--- config.mk ---
export PLATFORM = sky130hd
export DESIGN_NAME = fir_mavg_pipe
export DESIGN_NICKNAME = d
export VERILOG_FILES = /design/src/rtl/fir_pkg.sv /design/src/rtl/fir_adder_tree.sv /design/src/rtl/fir_mavg_pipe.sv
export SDC_FILE = /design/constraint.sdc
export NUM_CORES = 1
export LEC_CHECK = 0
export CAP_MARGIN = 15
export CORE_MARGIN = 2
export CORE_UTILIZATION = 60
export DETAILED_ROUTE_END_ITERATION = 8
export HOLD_SLACK_MARGIN = 0.05
export PLACE_DENSITY_LB_ADDON = 0.2
export SLEW_MARGIN = 20
export SYNTH_ARGS = -nofsm -noshare
export SYNTH_HDL_FRONTEND = slang
export SYNTH_SLANG_ARGS = --single-unit
--- constraint.sdc ---
create_clock -name CLK -period 6.05 [get_ports CLK]
set_input_delay 0.9075 -clock CLK [delete_from_list [all_inputs] [get_ports CLK]]
set_output_delay 0.9075 -clock CLK [all_outputs]
set_load 0.02 [all_outputs]
--- src/rtl/fir_pkg.sv ---
`default_nettype none
// ============================================================================
// Module   : fir_pkg
// Purpose  : Shared types, width helper and rounding constant for the
//            moving-average FIR.
// Revision : 1.0 - initial release
// ============================================================================
package fir_pkg;

   // Default sample width; the sample typedef is sized from it.
   localparam int c_DEF_WIDTH = 16;
   // Unit value that is shifted into the half-LSB rounding bias.
   localparam int c_ROUND_ONE = 1;

   typedef logic signed [c_DEF_WIDTH-1:0] sample_t;

   // Width of a full window sum: one growth bit per adder-tree level.
   function automatic int sum_width(input int width, input int log2_taps);
      return width + log2_taps;
   endfunction

   // Half of the divisor, added before the shift for round-half-up.
   function automatic int round_bias(input int log2_taps);
      return c_ROUND_ONE << (log2_taps - 1);
   endfunction

endpackage
`default_nettype wire

--- src/rtl/fir_adder_tree.sv ---
`default_nettype none
// ============================================================================
// Module   : fir_adder_tree
// Purpose  : Registered binary adder tree of 2**LEVELS signed inputs with a
//            valid tag that travels alongside the data. Each level adds one
//            bit of sign extension.
// Revision : 1.0 - initial release
// ============================================================================
module fir_adder_tree #(
   parameter int W      = 16,
   parameter int LEVELS = 3
) (
   input  logic                   CLK,
   input  logic                   rst,
   input  logic                   en,
   input  logic                   clear,
   input  logic                   in_vld,
   input  logic [(W<<LEVELS)-1:0] in_flat,
   output logic                   out_vld,
   output logic [W+LEVELS-1:0]    out_sum
);

   localparam int c_N = 1 << LEVELS;

   logic [LEVELS-1:0] r_vld;

   // Valid tag shift register; clear kills every tag in flight.
   always_ff @(posedge CLK or negedge rst) begin
      if (!rst) begin
         r_vld <= '0;
      end else if (clear) begin
         r_vld <= '0;
      end else if (en) begin
         r_vld[0] <= in_vld;
         for (int i = 1; i < LEVELS; i++) begin
            r_vld[i] <= r_vld[i-1];
         end
      end
   end

   assign out_vld = r_vld[LEVELS-1];

   for (genvar lv = 1; lv <= LEVELS; lv++) begin : g_lvl
      localparam int c_NN = c_N >> lv;
      localparam int c_OW = W + lv;
      localparam int c_IW = c_OW - 1;

      logic [c_NN*c_OW-1:0]   r_flat;
      logic [2*c_NN*c_IW-1:0] w_src;

      if (lv == 1) begin : g_first
         assign w_src = in_flat;
      end else begin : g_next
         assign w_src = g_lvl[lv-1].r_flat;
      end

      // Pairwise sums of the previous level, each operand sign-extended.
      always_ff @(posedge CLK or negedge rst) begin
         if (!rst) begin
            r_flat <= '0;
         end else if (en) begin
            for (int k = 0; k < c_NN; k++) begin
               r_flat[k*c_OW +: c_OW] <= c_OW'($signed(w_src[(2*k)*c_IW +: c_IW]))
                                       + c_OW'($signed(w_src[(2*k+1)*c_IW +: c_IW]));
            end
         end
      end

      if (lv == LEVELS) begin : g_last
         assign out_sum = r_flat;
      end
   end

endmodule
`default_nettype wire

--- src/rtl/fir_mavg_pipe.sv ---
`default_nettype none
// ============================================================================
// Module   : fir_mavg_pipe
// Purpose  : Pipelined moving-average FIR over 2**LOG2_TAPS signed samples
//            with valid/ready flow control, whole-pipeline stall, warm-up
//            suppression, synchronous clear and round-half-up division.
// Revision : 1.0 - initial release
// ============================================================================
module fir_mavg_pipe
   import fir_pkg::*;
#(
   parameter int WIDTH           = 16,
   parameter int LOG2_TAPS       = 3,
   parameter int ROUND           = 1,
   parameter int SUPPRESS_WARMUP = 1
) (
   input  logic                                  CLK,
   input  logic                                  rst,
   input  logic                                  clear,
   input  logic                                  in_valid,
   output logic                                  in_ready,
   input  logic [WIDTH-1:0]                      in_data,
   output logic                                  out_valid,
   input  logic                                  out_ready,
   output logic [WIDTH-1:0]                      out_data,
   output logic [sum_width(WIDTH, LOG2_TAPS)-1:0] out_sum,
   output logic                                  primed
);

   localparam int c_TAPS = 1 << LOG2_TAPS;
   localparam int c_SW   = sum_width(WIDTH, LOG2_TAPS);
   localparam int c_FW   = LOG2_TAPS + 1;
   localparam int c_RND  = round_bias(LOG2_TAPS);

   localparam logic [c_FW-1:0] c_FILL_MAX  = c_FW'(c_TAPS);
   localparam logic [c_FW-1:0] c_FILL_LAST = c_FW'(c_TAPS - 1);

   logic [WIDTH-1:0]        r_win [c_TAPS];
   logic                    r_win_vld;
   logic [c_FW-1:0]         r_fill;
   logic                    r_out_valid;
   logic [WIDTH-1:0]        r_out_data;
   logic [c_SW-1:0]         r_out_sum;

   logic                    w_adv;
   logic                    w_accept;
   logic                    w_warm_ok;
   logic                    w_tag;
   logic [c_TAPS*WIDTH-1:0] w_win_flat;
   logic                    w_tree_vld;
   logic [c_SW-1:0]         w_tree_sum;
   logic [WIDTH-1:0]        w_avg;

   // The whole pipeline moves together; it freezes only while an output is
   // waiting on downstream.
   assign w_adv     = ~r_out_valid | out_ready;
   assign in_ready  = w_adv & ~clear;
   assign w_accept  = in_valid & in_ready;
   assign w_warm_ok = (SUPPRESS_WARMUP == 0) || (r_fill >= c_FILL_LAST);
   assign w_tag     = w_accept & w_warm_ok;

   // Sample window (pipeline stage 0) and its valid tag.
   always_ff @(posedge CLK or negedge rst) begin
      if (!rst) begin
         for (int i = 0; i < c_TAPS; i++) begin
            r_win[i] <= '0;
         end
         r_win_vld <= 1'b0;
      end else if (clear) begin
         for (int i = 0; i < c_TAPS; i++) begin
            r_win[i] <= '0;
         end
         r_win_vld <= 1'b0;
      end else if (w_adv) begin
         if (w_accept) begin
            r_win[0] <= in_data;
            for (int i = 1; i < c_TAPS; i++) begin
               r_win[i] <= r_win[i-1];
            end
         end
         r_win_vld <= w_tag;
      end
   end

   // Saturating count of accepted samples since reset or clear.
   always_ff @(posedge CLK or negedge rst) begin
      if (!rst) begin
         r_fill <= '0;
      end else if (clear) begin
         r_fill <= '0;
      end else if (w_accept && (r_fill != c_FILL_MAX)) begin
         r_fill <= r_fill + c_FW'(1);
      end
   end

   assign primed = (r_fill == c_FILL_MAX);

   for (genvar i = 0; i < c_TAPS; i++) begin : g_flat
      assign w_win_flat[i*WIDTH +: WIDTH] = r_win[i];
   end

   fir_adder_tree #(
      .W      (WIDTH),
      .LEVELS (LOG2_TAPS)
   ) u_tree (
      .CLK     (CLK),
      .rst     (rst),
      .en      (w_adv),
      .clear   (clear),
      .in_vld  (r_win_vld),
      .in_flat (w_win_flat),
      .out_vld (w_tree_vld),
      .out_sum (w_tree_sum)
   );

   // The divided result always fits WIDTH bits, so taking the slice after
   // the shift needs no saturation.
   if (ROUND != 0) begin : g_round
      logic [c_SW:0] w_biased;
      logic          w_unused_round;
      assign w_biased       = {w_tree_sum[c_SW-1], w_tree_sum} + (c_SW+1)'(c_RND);
      assign w_avg          = w_biased[LOG2_TAPS +: WIDTH];
      assign w_unused_round = ^{w_biased[c_SW], w_biased[LOG2_TAPS-1:0]};
   end else begin : g_trunc
      assign w_avg = w_tree_sum[LOG2_TAPS +: WIDTH];
   end

   // Output stage; holds everything while stalled.
   always_ff @(posedge CLK or negedge rst) begin
      if (!rst) begin
         r_out_valid <= 1'b0;
         r_out_data  <= '0;
         r_out_sum   <= '0;
      end else if (clear) begin
         r_out_valid <= 1'b0;
      end else if (w_adv) begin
         r_out_valid <= w_tree_vld;
         r_out_data  <= w_avg;
         r_out_sum   <= w_tree_sum;
      end
   end

   assign out_valid = r_out_valid;
   assign out_data  = r_out_data;
   assign out_sum   = r_out_sum;

endmodule
`default_nettype wire

==> results of run 1 <==
[cell type report]
class                   instances  area, sq um  share of cell area
clock buffers                  53         1040              0.0567
inverters                      36          135             0.00739
flip-flops and latches        295         7380               0.404
well taps                     341          427              0.0233
multi-input cells            1414         8590               0.470
clock inverters                 5         56.3             0.00308
repair buffers                 67          663              0.0363
[worst max-delay path by stage]
stage              start         to  slack, ns  cells past startpoint
2_1_floorplan  out_ready   in_ready       3.00                      5
3_3_place_gp   out_ready  r_win[36]       2.26                      6
3_5_place_dp   out_ready  r_win[43]       2.19                      6
4_1_cts        out_ready   in_ready       2.69                      4
5_1_grt        out_ready  r_win[43]       2.48                      6
6_report       out_ready   in_ready       2.71                      4
[synthesized netlist by cell type (12+ instances only)]
cell,number
and3_1,12
dfrtp_1,295
inv_1,36
nand2b_1,12
o21ai_0,94
nand2_1,392
nand3_1,28
o211ai_1,12
a211oi_1,17
xnor2_1,44
mux2_2,23
a21oi_1,272
nor2_1,135
clkbuf_1,76
xor2_1,54
o21a_1,13
ha_1,119
a21o_1,30
nor3_1,14
[registers in the layout, indices dropped and copies added (netlist names)]
name and cells:
out_sum 19, u_tree.r_vld 3, r_win_vld 1, r_fill 4, out_data 16, u_tree.g_lvl.r_flat 104
u_tree.out_sum 19, r_win 128, out_valid 1
[logic make-up (layout without fill, tap and decap cells)]
logic type / Yosys count / after routing
xor+xnor: 98 / 98
fa+ha+maj: 126 / 126
buf+inv: 119 / 161
compound gates: 517 / 517
mux: 28 / 28
simple gates: 645 / 645
flops: 295 / 295
[power by group]
group / internal, W / total, W / switching (W)
Combinational: 0.000195 / 0.000465 / 0.000270
Sequential: 0.00207 / 0.00215 / 0.0000790
Clock: 0.00122 / 0.00200 / 0.000781
Total: 0.00348 / 0.00461 / 0.00113
[layer usage]
layer | global-route usage | wire length [microns]
met1 | 0.336 | 15600
met2 | 0.450 | 18200
met3 | 0.0294 | 1340
met4 | 0.0840 | 843
met5 | 0 | 0
[per-stage QoR]
stage | setup slack [ns] | utilization | hold slack [ns] | std cells | cell area [sq um]
floorplan | 3.00 | - | 0.433 | 1828 | 16400
global placement | 2.26 | 0.640 | 0.447 | 2153 | 17200
detailed placement | 2.19 | 0.640 | 0.463 | 2153 | 17200
CTS | 2.69 | 0.680 | 0.438 | 2211 | 18300
global route | 2.48 | 0.680 | 0.461 | 2211 | 18300
finish | 2.71 | 0.680 | 0.409 | 2211 | 18300
[worst reg2reg max path: cells and delay by family, from the launching register on]
kind / cells / cell delay, ns
compound gates: 5 / 1.27
fa+ha+maj: 2 / 0.66
flops: 1 / 0.41
xor+xnor: 1 / 0.20
simple gates: 1 / 0.08
==> run_results.csv, run 1 <==
group,metric,value,unit
layout,antenna_cells,0,
yosys,synth_compound_area_frac,0.186,
yosys,synth_top_family_by_area,"compound AO/OA/AOI/OAI gates",
floorplanning,start_util,0.610,
sta,setup_viol,0,
setup_path,r2r_end,"u_tree.g_lvl[1].r_flat[63]",
setup_path,max_stage_delay,0.58,ns
layout,area_growth,11.6,%
layout,final_cell_mix,"391 x nand2_1, 295 x dfrtp_1, 272 x a21oi_1",
setup_path,critical_path_required,5.14,ns
cts,cts_root_buf,"clkbuf_16",
setup_path,reg2reg_depth,9,
detailed_routing,drt-total-wl,35.9,mm
power,p_leak,8.53,nW
setup_path,slowest_stage,"clkdlybuf4s50_1",
setup_path,r2r_slack,3.28,ns
cts,clock_path_buffers,3,
sta,finalHoldViolCount,0,
placement,gp_congestion,0.895,
cts,worstSkewPairLatency,0.51,ns
setup_path,crit_arrival,2.43,ns
setup_path,end_kind,"output pin",
yosys,synth-async-reset-ratio,1.00,
sta,drv_slew,0,
setup_path,cp_common_cell,"clkdlybuf4s50_1",
layout,final_layout_size_suffix_gt1_frac,0.0572,
yosys,ys_warn_count,0,
sta,relSlewSlack,0.292,
setup_path,crit_path_cell_trace,"clkdlybuf4s50_1, nor2b_4, nor2_4, clkdlybuf4s50_1",
cts,cts_buffers,35,
setup_path,cp_max_fo,13,
setup_path,crit_family,"buffers and inverters",
yosys,synth_fp_nets,1975,
yosys,yosysTopAreaCell,"dfrtp_1",
detailed_routing,route.detailed.drc,0,
detailed_routing,first_iter_violations,894,
floorplanning,die-area,28600,sq um
sta,rsz0062_at_grt,"no",
floorplanning,num_rows,60,
yosys,yosys-top-cells-area,"dfrtp_1 45%, ha_1 9.1%, nand2_1 9.0%, a21oi_1 8.3%, nor2_1 3.1%",
yosys,syn_area,16400,sq um
grt,overflow,0,
yosys,synth-simple-area-share,0.165,
yosys,synth_ff_type,"dfrtp_1",
yosys,synth_area_per_cell,8.96,sq um
setup_path,critPathLaunchType,"primary input",
sta,min_period,3.34,ns
sta,fmax,299,MHz
grt,grt_usage,0.258,
yosys,synth_top_area_frac,0.451,
sta,skew,0.00978,ns
yosys,synth-xor-area-share,0.0524,
detailed_routing,wl_per_cell,16.2,microns
grt,grt_first_pass_wirelength,60.9,mm
floorplanning,core_area,26900,sq um
setup_path,r2r_start,"r_win[16]",
grt,grt_max_degree,148,
status,outcome,"finished clean",
yosys,ys_seq_area_frac,0.451,
detailed_routing,postRouteAntennaNets,0,
cts,cts.clk_slew.worst_paths,0.06,ns
yosys,synth_edf_count,0,
cts,cts_tree,"yes",
yosys,ys_types,67,
layout,layout_commonest_cell,"nand2_1",
sta,fin_crit_sh,0.552,
yosys,muxShareOfSynthArea,0.0189,
yosys,synthAdderAreaFrac,0.0994,
cts,post_cts_buffers,0,
sta,tns,0,ns
cts,cts_hold_buf,0,
worst_hold_path,min_path_type,"in2async",
detailed_routing,viasPerCell,5.88,
sta,worst_pin_slew,1.06,ns
floorplanning,ios,59,
power,powerDensity,252,nW/um^2
cts,cts_resized,0,
setup_path,critPathKind,"in2out",
detailed_routing,drt_pass1_iterations,5,
floorplanning,die_h,169,microns
layout,nFillCells,2163,
setup_path,critPathBufInv,2,
placement,dp_hpwl,24.1,mm
power,vdd_drop_max,0.238,mV
placement,io_buffers,58,
job,maxCapViolations,0,
grt,grt_pass1_vias,12600,
detailed_routing,vias,13000,
yosys,ys_seq_elements,295,
power,p_total,0.00461,W
floorplanning,die_x,169,microns
layout,nNetsFinal,1996,
yosys,synthCells,1828,
cts,cts.sinks,295,
grt,antenna_found_initial,0,
cts,h-tree-depth,2,
Note: power is estimated with default switching activity, not from simulation.
==> run 2: changes to the inputs <==
==> constraint.sdc (replaced) <==
create_clock -name CLK -period 3.35 [get_ports CLK]
set_input_delay 0.5025 -clock CLK [delete_from_list [all_inputs] [get_ports CLK]]
set_output_delay 0.5025 -clock CLK [all_outputs]
set_load 0.02 [all_outputs]
==> run 2 against run 1 <==
Net effect: critical path depth rose by 5; flip-flop and latch count unchanged; count of clock-buffer cells in the layout shrank 1; utilization grew 0.98 points; clock skew grew 0.011 ns; die area stayed put; clock power is 96% higher; hold slack got worse by 0.13 ns; critical path type is now reg2reg; highest routed layer unchanged.
==> run_results.csv, run 2 (synthesis gave the netlist of run 1 again) <==
group,metric,value,unit
cts,clock_path_buffers,3,
sta,fin_crit_sh,0.813,
grt,grt_pass1_vias,12800,
status,outcome,"finished clean",
sta,holdWs,0.280,ns
grt,grt_usage,0.261,
power,pwr-share-clk,0.453,
detailed_routing,drt_pass1_iterations,5,
setup_path,critPathBufInv,0,
job,maxCapViolations,0,
setup_path,r2r_end,"u_tree.g_lvl[1].r_flat[31]",
power,switchingPower,0.00210,W
setup_path,r2r_start,"r_win[64]",
cts,cts_resized,0,
power,p_leak,8.66,nW
detailed_routing,drt-total-wl,36.4,mm
setup_path,worstSetupEndpoint,"u_tree.g_lvl[1].r_flat[31]",
sta,finalHoldViolCount,0,
floorplanning,die_h,169,microns
sta,min_period,2.72,ns
power,p_seq_frac,0.449,
floorplanning,core_area,26900,sq um
detailed_routing,postRouteAntennaNets,0,
setup_path,max_stage_delay,0.46,ns
power,comb_power_share,0.099,
grt,grt_first_pass_wirelength,61.7,mm
layout,antenna_cells,0,
power,switching_share,0.244,
sta,drv_slew,0,
power,vdd_drop_max,0.357,mV
sta,tns,0,ns
layout,final_cell_mix,"391 x nand2_1, 295 x dfrtp_1, 272 x a21oi_1",
setup_path,crit_cells,9,
setup_path,crit_path_cell_trace,"ha_1, fa_1, a211oi_1, o211ai_1, nand4_1, nand3b_1, a21oi_1, xor2_1, o21ai_0",
sta,worst_pin_slew,0.835,ns
layout,largest-register,"r_win",
power,powerDensity,465,nW/um^2
worst_hold_path,min_path_type,"in2reg",
detailed_routing,first_iter_violations,951,
sta,fmax,367,MHz
layout,nFillCells,2100,
setup_path,cp_max_fo,3,
detailed_routing,route.detailed.drc,0,
placement,gp_congestion,0.909,
detailed_routing,vias,13100,
sta,skew,0.0209,ns
setup_path,end_kind,"flop",
sta,setup_viol,0,
setup_path,crit_start,"r_win[64]",
worst_hold_path,hp-start,"clear",
setup_path,reg2reg_depth,9,
setup_path,critical_path_required,3.73,ns
cts,cts.clk_slew.worst_paths,0.06,ns
setup_path,crit_arrival,3.10,ns
sta,relSlewSlack,0.443,
layout,final_layout_size_suffix_gt1_frac,0.0652,
cts,post_cts_buffers,0,
cts,cts.sinks,295,
cts,worstSkewPairLatency,0.52,ns
floorplanning,num_rows,60,
layout,reg_top3,"r_win (128), u_tree.g_lvl.r_flat (104)",
layout,largest_reg_flops,128,
floorplanning,ios,59,
grt,antenna_found_initial,0,
cts,h-tree-depth,2,
detailed_routing,wl_per_cell,16.4,microns
cts,cts_root_buf,"clkbuf_16",
layout,fin_util,0.690,
setup_path,critPathLaunchType,"flop",
floorplanning,die-area,28600,sq um
layout,area_growth,13.2,%
cts,cts_tree,"yes",
setup_path,r2r_slack,0.63,ns
sta,rsz0062_at_grt,"no",
grt,grt_max_degree,132,
placement,dp_hpwl,25.2,mm
power,p_int,0.00653,W
detailed_routing,viasPerCell,5.89,
setup_path,critPathKind,"reg2reg",
cts,cts_buffers,35,
floorplanning,start_util,0.610,
layout,nNetsFinal,2007,
setup_path,slowest_stage,"a211oi_1",
floorplanning,die_x,169,microns
grt,overflow,0,
layout,layout_commonest_cell,"nand2_1",
placement,io_buffers,58,
setup_path,crit_family,"compound AO/OA/AOI/OAI gates",
## run 2: cell count changes in the layout (fill, tap and decap cells not counted)
cell and change:
clkbuf_8 +1, inv_6 +1, bufinv_16 +3, inv_8 -1
dlygate4sd3_1 +1, clkbuf_1 -1, clkinv_4 +1, clkinv_2 +1
clkinv_8 +1, buf_12 +6, buf_4 +4, clkbuf_16 -1
## run 2: worst min-delay path by stage
stage	to	slack (ns)	depth (start not counted)
floorplan	out_data[0]	0.21	0
global placement	u_tree.out_sum[0]	0.45	2
detailed placement	u_tree.g_lvl[1].r_flat[51]	0.47	2
CTS	r_win[48]	0.25	2
global route	r_win[17]	0.27	2
finish	r_win[17]	0.28	2
## run 2: power by group through the flow
stage                     combinational (W)  sequential (W)  clock, W
after CTS                          0.000861         0.00388   0.00398
after detailed placement           0.000850         0.00394         0
after floorplan                    0.000423         0.00398         0
after global routing               0.000943         0.00390   0.00411
after global placement             0.000830         0.00393         0
final                              0.000851         0.00387   0.00391
## run 2: metal layers
layer  vias to the layer above  share of wire  track usage
met5                         -              0            0
met4                         0          0.027       0.0855
met3                        82          0.047       0.0401
met2                       326           0.48        0.441
met1                      6277           0.45        0.348
li1                       6425              -            -
## run 2: through the flow
step | setup WS (ns) | area [sq um] | total power [W] | cells
3_5_place_dp | 0.704 | 17300 | 0.00479 | 2163
3_3_place_gp | 0.797 | 17300 | 0.00476 | 2163
6_report | 0.625 | 18500 | 0.00863 | 2227
4_1_cts | 0.659 | 18500 | 0.00871 | 2227
5_1_grt | 0.424 | 18500 | 0.00895 | 2227
2_1_floorplan | 1.03 | 16400 | 0.00440 | 1828
## run 2: worst reg2reg max path, stage by stage (launching register included)
cell and delay (ns):
dfrtp_1 0.39, ha_1 0.25, fa_1 0.44, a211oi_1 0.46, o211ai_1 0.24, nand4_1 0.17, nand3b_1 0.15, a21oi_1 0.23
xor2_1 0.17, o21ai_0 0.08
## run 2: area by class of cell
| class | instances | area (sq um) | share of cell area |
|---|---|---|---|
| multi-input cells | 1414 | 8590 | 0.463 |
| clock inverters | 11 | 174 | 0.00938 |
| inverters | 36 | 135 | 0.00729 |
| flip-flops and latches | 295 | 7380 | 0.398 |
| well taps | 341 | 427 | 0.0230 |
| repair buffers | 78 | 823 | 0.0444 |
| clock buffers | 52 | 1020 | 0.0550 |
## run 2: timing repair
item,in CTS,in global routing
endpoints found under the setup margin,0,0
endpoints found under the hold margin,1,0
hold buffers,1,0
